$ cat config.mk
export PLATFORM = sky130hd
export DESIGN_NAME = mem_port_arbiter
export DESIGN_NICKNAME = d
export VERILOG_FILES = /design/src/rtl/mem_arb_pkg.sv /design/src/rtl/mem_arb_watchdog.sv /design/src/rtl/mem_port_arbiter.sv
export SDC_FILE = /design/constraint.sdc
export NUM_CORES = 1
export LEC_CHECK = 0
export CAP_MARGIN = 5
export CORE_MARGIN = 2
export CORE_UTILIZATION = 44
export DETAILED_ROUTE_END_ITERATION = 10
export GPL_TIMING_DRIVEN = 0
export PLACE_DENSITY_LB_ADDON = 0.3
export SETUP_SLACK_MARGIN = 0.05
export SYNTH_ARGS = -nofsm -noshare
export SYNTH_HDL_FRONTEND = slang
export SYNTH_SLANG_ARGS = --single-unit
$ cat constraint.sdc
create_clock -name Clock -period 3.1 [get_ports Clock]
set_input_delay 0.62 -clock Clock [delete_from_list [all_inputs] [get_ports Clock]]
set_output_delay 0.62 -clock Clock [all_outputs]
set_load 0.005 [all_outputs]
$ cat src/rtl/mem_arb_pkg.sv
// Shared state encoding and func3 size codes for the data-memory port arbiter.
package mem_arb_pkg;

    typedef enum logic [1:0] {
        IDLE    = 2'd0,
        SERVE_D = 2'd1,
        SERVE_I = 2'd2
    } arb_state_e;

    localparam logic [2:0] FUNC3_LB  = 3'b000;
    localparam logic [2:0] FUNC3_LH  = 3'b001;
    localparam logic [2:0] FUNC3_LW  = 3'b010;
    localparam logic [2:0] FUNC3_LBU = 3'b100;
    localparam logic [2:0] FUNC3_LHU = 3'b101;
    localparam logic [2:0] FUNC3_SB  = 3'b000;
    localparam logic [2:0] FUNC3_SH  = 3'b001;
    localparam logic [2:0] FUNC3_SW  = 3'b010;

endpackage

$ cat src/rtl/mem_arb_watchdog.sv
// Access watchdog: counts SERVE cycles, flags expiry, and latches a sticky
// timeout error until reset.
module mem_arb_watchdog #(
    parameter int TIMEOUT_CYCLES = 255
) (
    input  logic Clock,
    input  logic Reset,
    input  logic clear,
    input  logic count_en,
    output logic expired,
    output logic Timeout_err
);

    localparam int CNT_W = $clog2(TIMEOUT_CYCLES + 1);

    logic [CNT_W-1:0] r_tcnt;
    logic             r_timeout_err;

    // Count saturates at the limit so an expired count never wraps.
    always_ff @(posedge Clock) begin
        if (Reset) begin
            r_tcnt        <= '0;
            r_timeout_err <= 1'b0;
        end else begin
            if (clear) begin
                r_tcnt <= '0;
            end else if (count_en && !expired) begin
                r_tcnt <= r_tcnt + 1'b1;
            end
            if (count_en && expired) begin
                r_timeout_err <= 1'b1;
            end
        end
    end

    assign expired     = (r_tcnt == CNT_W'(TIMEOUT_CYCLES));
    assign Timeout_err = r_timeout_err;

endmodule

$ cat src/rtl/mem_port_arbiter.sv
// Shares one Data_Memory between the fetch port and the MEM-stage port.
// ARB_ROUND_ROBIN_EN: alternate grants when both ports request (default: D over I).
//   state   | meaning
//   IDLE    | no access in flight, arbitrate this cycle
//   SERVE_D | load/store access in flight for the MEM stage
//   SERVE_I | instruction fetch in flight
module mem_port_arbiter
    import mem_arb_pkg::*;
#(
    parameter int ADDR_W         = 32,
    parameter int DATA_W         = 32,
    parameter int TIMEOUT_CYCLES = 255
) (
    input  logic              Clock,
    input  logic              Reset,
    input  logic              I_Read,
    input  logic [ADDR_W-1:0] I_Address,
    output logic [DATA_W-1:0] I_Read_data,
    output logic              I_busywait,
    input  logic              D_Read,
    input  logic              D_Write,
    input  logic [ADDR_W-1:0] D_Address,
    input  logic [DATA_W-1:0] D_Write_data,
    input  logic [2:0]        D_Func3,
    output logic [DATA_W-1:0] D_Read_data,
    output logic              D_busywait,
    output logic              Mem_Read,
    output logic              Mem_Write,
    output logic [ADDR_W-1:0] Mem_Address,
    output logic [DATA_W-1:0] Mem_Write_data,
    output logic [2:0]        Mem_Func3,
    input  logic [DATA_W-1:0] Mem_Read_data,
    input  logic              Mem_busywait,
    output logic              Timeout_err
);

    arb_state_e        r_state, w_next_state;
    logic [ADDR_W-1:0] r_lat_addr;
    logic [DATA_W-1:0] r_lat_wdata;
    logic [2:0]        r_lat_func3;
    logic              r_lat_wr, r_started, r_mem_rd, r_mem_wr;
    logic [DATA_W-1:0] r_i_hold, r_d_hold;
    logic              w_d_req, w_grant_d, w_grant_i, w_done, w_expired;
    logic              w_done_d, w_done_i;
    logic [DATA_W-1:0] w_rdata;

    assign w_d_req = D_Read | D_Write;

`ifdef ARB_ROUND_ROBIN_EN
    logic r_last_grant;  // 0 = D granted last, 1 = I granted last

    always_ff @(posedge Clock) begin
        if (Reset) begin
            r_last_grant <= 1'b0;
        end else if (w_grant_d || w_grant_i) begin
            r_last_grant <= w_grant_i;
        end
    end

    assign w_grant_d = (r_state == IDLE) && w_d_req && (!I_Read || r_last_grant);
`else
    assign w_grant_d = (r_state == IDLE) && w_d_req;
`endif
    assign w_grant_i = (r_state == IDLE) && I_Read && !w_grant_d;

    assign w_done   = (r_state != IDLE) && ((r_started && !Mem_busywait) || w_expired);
    assign w_done_d = (r_state == SERVE_D) && w_done;
    assign w_done_i = (r_state == SERVE_I) && w_done;
    assign w_rdata  = w_expired ? '0 : Mem_Read_data;

    always_ff @(posedge Clock) begin
        if (Reset) begin
            r_state <= IDLE;
        end else begin
            r_state <= w_next_state;
        end
    end

    always_comb begin
        w_next_state = r_state;
        case (r_state)
            IDLE: begin
                if (w_grant_d)      w_next_state = SERVE_D;
                else if (w_grant_i) w_next_state = SERVE_I;
            end
            SERVE_D, SERVE_I: begin
                if (w_done) w_next_state = IDLE;
            end
            default: w_next_state = IDLE;
        endcase
    end

    // Request fields are captured once at grant; later requester changes are ignored.
    always_ff @(posedge Clock) begin
        if (Reset) begin
            r_lat_addr  <= '0;
            r_lat_wdata <= '0;
            r_lat_func3 <= '0;
            r_lat_wr    <= 1'b0;
            r_started   <= 1'b0;
            r_mem_rd    <= 1'b0;
            r_mem_wr    <= 1'b0;
            r_i_hold    <= '0;
            r_d_hold    <= '0;
        end else if (w_grant_d) begin
            r_lat_addr  <= D_Address;
            r_lat_wdata <= D_Write_data;
            r_lat_func3 <= D_Func3;
            r_lat_wr    <= D_Write;
            r_started   <= 1'b0;
            r_mem_rd    <= !D_Write;
            r_mem_wr    <= D_Write;
        end else if (w_grant_i) begin
            r_lat_addr  <= I_Address;
            r_lat_func3 <= FUNC3_LW;
            r_lat_wr    <= 1'b0;
            r_started   <= 1'b0;
            r_mem_rd    <= 1'b1;
            r_mem_wr    <= 1'b0;
        end else if (w_done) begin
            r_started <= 1'b0;
            r_mem_rd  <= 1'b0;
            r_mem_wr  <= 1'b0;
            if (w_done_d && !r_lat_wr) r_d_hold <= w_rdata;
            if (w_done_i)              r_i_hold <= w_rdata;
        end else if (r_state != IDLE) begin
            r_started <= 1'b1;
        end
    end

    mem_arb_watchdog #(
        .TIMEOUT_CYCLES (TIMEOUT_CYCLES)
    ) u_watchdog (
        .Clock       (Clock),
        .Reset       (Reset),
        .clear       (w_grant_d | w_grant_i),
        .count_en    (r_state != IDLE),
        .expired     (w_expired),
        .Timeout_err (Timeout_err)
    );

    assign I_busywait     = I_Read && !w_done_i;
    assign D_busywait     = w_d_req && !w_done_d;
    assign I_Read_data    = w_done_i ? w_rdata : r_i_hold;
    assign D_Read_data    = (w_done_d && !r_lat_wr) ? w_rdata : r_d_hold;
    assign Mem_Read       = r_mem_rd;
    assign Mem_Write      = r_mem_wr;
    assign Mem_Address    = r_lat_addr;
    assign Mem_Write_data = r_lat_wdata;
    assign Mem_Func3      = r_lat_func3;

endmodule

==> reports/metrics.csv, run 1 <==
metric;value;unit
min_to;Mem_Write_data[27];
startpoint_type;flop;
violations;setup timing;
setup_ws;-25.69;ps
path_class;flop to output port;
ant_nets;0;
synth_top_area_frac;0.4230;
finalSetupTns;-25.69;ps
grt_usage;0.2703;
r2r_cells;9;
dp_slack;-260.4;ps
fin_skew;9.894;ps
leakage;0.005059;uW
crit_fanout;8;
grt_pass1_vias;6845;
dp.cells;1249;
drt_iter0_markers;342;
cts-root-buf;clkbuf_16;
path_depth;11;
worstHoldStart;Mem_Write_data[27];
final-max-slew-violation-count;0;
viasPerCell;5.180;
rsz0062_at_grt;yes;
ir_drop;0.4056;mV
postLayoutCoreUtil;0.7167;
place_congestion;0.8115;
clock-sinks;146;
die_area;0.01672;mm2
critical_path.slowest_cell;dfxtp_2;
cp_cell_sequence;inv_2, ha_4, nand4b_1, o21ai_4, nand2_2, buf_8, buf_12, buf_12, buf_6, mux2_4, buf_6;
pwr_density_cell;589.6;mW/mm2
synth.largest_area_cell;dfxtp_1;
syn_area;0.006910;mm2
crit_buf_inv;6;
num_rows;45;
r2r-end;Mem_Address[16];
numCtsBuffers;17;
reg2reg_slack;870;ps
reg2reg_from;r_state[0];
tritoncts;built;
drt_pass1_iterations;5;
grt_overflow;0;
vias;6780;
fin_crit_sh;1.008;
syn_nets;908;
insertion_delay;420;ps
nNetsFinal;1226;
diodes;0;
die_h;129.3;um
grt_max_degree;17;
syn2layout_area_growth;58.25;%
start_util;0.4529;
ioPinCount;273;
hold_path_class;flop to flop;
cts_buffer_depth;2;
ys_seq_area_frac;0.4230;
clk_pin_slew_worst_paths;60;ps
die_x;129.3;um
fin_crit;3126;ps
tightest_slew;935.5;ps
slew_headroom;0.3710;
critical_path_required;2480;ps
antenna_found_initial;0;
arrival;2510;ps
htreeDepth;4;
ys_top_cells_by_area;dfxtp_1 (42%), nand2_1 (11%), mux2_4 (9.8%);
synth-seq-cells;146;
synth_cell_types;41;
finalSetupViolCount;1;
avgSynthCellArea;9.010;um2
fmax;319.9;MHz
drive_gt1_frac;0.1958;
route.detailed.drc;0;
finalNonFillerCells;1309;
totalWireLength;22990;um
critical-path-top-delay-family;buffers and inverters;
status;finished with violations;
syn_inst;767;
ys_warn_count;0;
wl_per_cell;17.56;um
core-area;0.01526;mm2
hold_depth;2;
drv_cap;0;
worstSetupEndpointType;output port;
total_power;6448;uW
port_buffers;271;
critPathMaxStageDelay;330;ps
dp_hpwl;16350;um
fillers;1150;
grt_pass1_wl;34910;um
hold_violations;0;
logic make-up after synthesis:
| family | count (synthesis) | share of synthesized area |
|---|---|---|
| simple gates | 328 | 0.2046 |
| fa+ha+maj | 4 | 0.007243 |
| buf+inv | 66 | 0.04708 |
| flops | 146 | 0.4230 |
| compound gates | 90 | 0.09035 |
| mux | 128 | 0.2214 |
| xor+xnor | 5 | 0.006337 |
report_power, final:
group	switching, uW	internal (uW)	total [uW]
Clock	802	1450	2250
Combinational	979	945	1920
Sequential	137	2140	2280
layout by cell type, fill, tap and decap left out, drive strengths merged, types with 2 or more instances in the layout:
cell type      netlist  routed
o21ai                4       4
mux2i               64      64
nor3                 4       4
o211ai               3       3
a22oi                2       2
clkinv               0       4
bufinv               0       5
a31oi                3       3
o2111ai              2       2
and2                33      33
ha                   4       4
clkdlybuf4s50        0     210
nor2                46      46
buf                 39     101
a311oi              32      32
inv                  4       4
dlymetal6s2s         0       6
mux2                64      64
nand3               37      37
dfxtp              146     146
o21a                 3       3
xor2                 5       5
nand2              198     198
clkdlybuf4s15        0       2
a21oi               36      36
a31o                 2       2
dlygate4sd2          0       4
clkbuf              23      60
registers in the layout, summed over array words and instances, names as in the netlist:
| name | flops |
|---|---|
| r_state | 2 |
| Mem_Address | 32 |
| r_started | 1 |
| Mem_Func3 | 3 |
| Mem_Write | 1 |
| Mem_Write_data | 32 |
| r_d_hold | 32 |
| r_lat_wr | 1 |
| u_watchdog.r_tcnt | 8 |
| u_watchdog.Timeout_err | 1 |
| r_i_hold | 32 |
| Mem_Read | 1 |
how the worst max path moves through the flow:
stage,slack (ps),endpoint,start
final,-30,I_Read_data[3],r_state[0]
after global routing,-120,I_Read_data[3],r_state[0]
after CTS,-40,D_Read_data[21],r_state[0]
after detailed placement,-260,D_Read_data[0],Mem_busywait
after global placement,-240,D_Read_data[0],Mem_busywait
after floorplan,630,D_Read_data[10],r_state[0]
worst min-delay path, stage by stage, from the launching register on:
cell and delay (ps):
dfxtp_1 310, nand2_1 50, a21oi_1 50
cells in the mapped netlist:
library cell / instances
buf_1: 12
inv_1: 4
mux2i_1: 64
and4_1: 1
or2_1: 1
o2111ai_1: 2
nor3_1: 4
o221a_2: 1
nand2_2: 1
o21ai_0: 3
clkbuf_1: 23
buf_6: 7
a31o_2: 2
nand4b_1: 1
nor2b_1: 1
a31oi_1: 3
a22oi_1: 2
nand4_1: 1
o31ai_1: 1
ha_1: 4
and4b_1: 1
o211ai_1: 3
o21ai_2: 1
o21a_1: 3
nand2_1: 197
and3_1: 1
nand3b_1: 1
buf_2: 20
a311oi_1: 32
nor3b_1: 1
nand3_1: 36
dfxtp_1: 146
mux2_2: 19
a211oi_1: 1
mux2_4: 45
or3b_4: 1
a21oi_1: 36
nor2_1: 46
nand3_2: 1
and2_1: 33
xor2_1: 5
area by class of cell:
| type | instances | area (um2) | area share |
|---|---|---|---|
| Inverter | 4 | 15.01 | 0.001373 |
| Tap cell | 211 | 264.0 | 0.02414 |
| Buffer | 60 | 377.9 | 0.03455 |
| Multi-Input combinational cell | 555 | 3701 | 0.3384 |
| Clock inverter | 10 | 181.4 | 0.01659 |
| Timing Repair Buffer | 301 | 3009 | 0.2752 |
| Clock buffer | 22 | 454.2 | 0.04153 |
| Sequential cell | 146 | 2933 | 0.2682 |
stage by stage:
step | hold WS, ps | cell area [um2]
floorplan | 431.1 | 6910
global placement | 441.0 | 9887
detailed placement | 448.5 | 9887
CTS | 455.5 | 10780
global route | 473.4 | 10940
finish | 453.8 | 10940
timing repair:
action	in CTS	in global routing
setup endpoints to repair	65	61
setup buffers	20	7
pin swaps	6	3
hold buffers	0	0
gates resized for setup	212	64
gates cloned	3	0
metal layers:
layer  GRT usage  wire length (um)
met5           0                 0
met4      0.1081               609
met3     0.09827              1968
met2      0.4765             11560
met1      0.2953              8853
(Power assumes the default switching activity.)
==> run 2, diff against run 1 <==
Settings changed: CORE_UTILIZATION 44 to 45, CTS_BUF_LIST set to sky130_fd_sc_hd__clkbuf_2 sky130_fd_sc_hd__clkbuf_4 sky130_fd_sc_hd__clkbuf_8.
==> run 2 against run 1 <==
The run still ends with setup timing left. Utilization up 0.42 points. Total power down 8.8%. First-iteration DRC count down 8.5%.
==> reports/metrics.csv, run 2 (synthesis results as in run 1) <==
metric;value;unit;change
totalWireLength;22300;um;-3.0%
clk_pin_slew_worst_paths;80;ps;+20 ps
startpoint_type;flop;;
route.detailed.drc;0;;unchanged
final-max-slew-violation-count;0;;unchanged
status;finished with violations;;
hold_violations;0;;unchanged
violations;setup timing;;
antenna_found_initial;0;;unchanged
cts-root-buf;clkbuf_8;;
diodes;0;;unchanged
tightest_slew;821.5;ps;-114.0 ps
drt_iter0_markers;313;;-8.5%
critical_path_required;2480;ps;about the same
drive_gt1_frac;0.2203;;+0.02451
hold_path_class;flop to flop;;
die_x;127.9;um;-1.1%
start_util;0.4580;;+0.005070
wl_per_cell;17.15;um;-2.3%
finalNonFillerCells;1300;;-0.69%
fin_crit_sh;1.022;;+0.01351
worstSetupEndpointType;output port;;
viasPerCell;5.232;;+1.0%
finalSetupViolCount;6;;+5
nNetsFinal;1240;;+1.1%
numCtsBuffers;17;;unchanged
ir_drop;0.3815;mV;-5.9%
die_area;0.01636;mm2;-2.2%
vias;6801;;+0.31%
syn2layout_area_growth;57.41;%;
finalSetupTns;-180.2;ps;-154.5 ps
grt_usage;0.2627;;-0.007658
grt_max_degree;17;;unchanged
fmax;315.7;MHz;-1.3%
dp_hpwl;15860;um;-3.0%
final_common_cell;clkdlybuf4s50_1;;
arrival;2550;ps;+40 ps
rsz0062_at_grt;yes;;
core-area;0.01509;mm2;-1.1%
num_rows;45;;unchanged
drt_pass1_iterations;5;;unchanged
drv_cap;0;;unchanged
die_h;127.9;um;-1.1%
crit_fanout;6;;-2
grt_pass1_wl;33900;um;-2.9%
clock-sinks;146;;unchanged
place_congestion;0.8619;;+6.2%
ioPinCount;273;;unchanged
insertion_delay;450;ps;+30 ps
fin_skew;6.242;ps;-3.652 ps
grt_pass1_vias;6788;;-0.83%
tritoncts;built;;
port_buffers;271;;unchanged
grt_overflow;0;;unchanged
mostFrequentLayoutCells;clkdlybuf4s50_1 (204), nand2_1 (196), dfxtp_1 (142);;
dp.cells;1226;;-1.8%
setup_ws;-67.56;ps;-41.87 ps
ant_nets;0;;unchanged
cts_buffer_depth;2;;unchanged
hold_slack;457.6;ps;+3.742 ps
pwr_density_cell;540.8;mW/mm2;-8.3%
leakage;0.005018;uW;-0.81%
slew_headroom;0.4476;;+0.07663
path_class;flop to output port;;
fin_crit;3168;ps;+41.87 ps
htreeDepth;4;;unchanged
-- run 2: cell type report --
| class | instances | area [um2] |
|---|---|---|
| Sequential cell | 146 | 2933 |
| Clock inverter | 14 | 211.5 |
| Timing Repair Buffer | 313 | 3110 |
| Inverter | 4 | 15.01 |
| Tap cell | 188 | 235.2 |
| Multi-Input combinational cell | 555 | 3715 |
| Clock buffer | 18 | 241.5 |
| Buffer | 62 | 416.7 |
| Fill cell | 1184 | 4212 |
-- run 2: final timing paths --
path                     start           endpoint  slack [ps]  cells after the start
max                 r_state[0]     I_Read_data[0]         -70                     11
min          Mem_Write_data[8]  Mem_Write_data[8]         460                      2
max reg2reg         r_state[0]        r_i_hold[4]         940                     11
min reg2reg  Mem_Write_data[8]  Mem_Write_data[8]         460                      2
-- run 2: what timing repair did --
item / 4_1_cts / 5_1_grt
endpoints found under the setup margin: 65 / 65
hold buffers: 0 / 0
buffers inserted: 15 / 22
gates cloned: 3 / 2
gates resized for setup: 244 / 76
pin swaps: 3 / 2
-- run 2: power by group --
group	internal [uW]	switching (uW)
clock	963	750
sequential	2130	136
combinational	939	960
-- run 2: worst max-delay path, cell delays in order (launching register included) --
cell and delay [ps]:
dfxtp_2 350, inv_2 60, ha_4 160, or3b_4 390, o21ai_4 80, buf_6 140, nand2_8 70, buf_12 150
buf_12 140, buf_8 130, mux2_4 300, buf_6 120
-- run 2: metrics by stage --
stage	util	cell area, um2	setup slack [ps]	total power, uW
CTS	0.7060	10650	-95.76	5903
finish	0.7209	10880	-67.56	5883
floorplan	-	6910	633.0	3166
detailed placement	0.6533	9858	-292.6	4138
global route	0.7209	10880	-132.3	6193
global placement	0.6533	9858	-284.1	4115
-- run 2: routing by layer --
| layer | global-route usage | wire length (um) | vias up |
|---|---|---|---|
| met5 | 0 | 0 | - |
| met4 | 0.1118 | 614 | 0 |
| met3 | 0.09182 | 1827 | 36 |
| met2 | 0.4545 | 10850 | 284 |
| met1 | 0.2935 | 9011 | 3185 |
| li1 | - | - | 3296 |
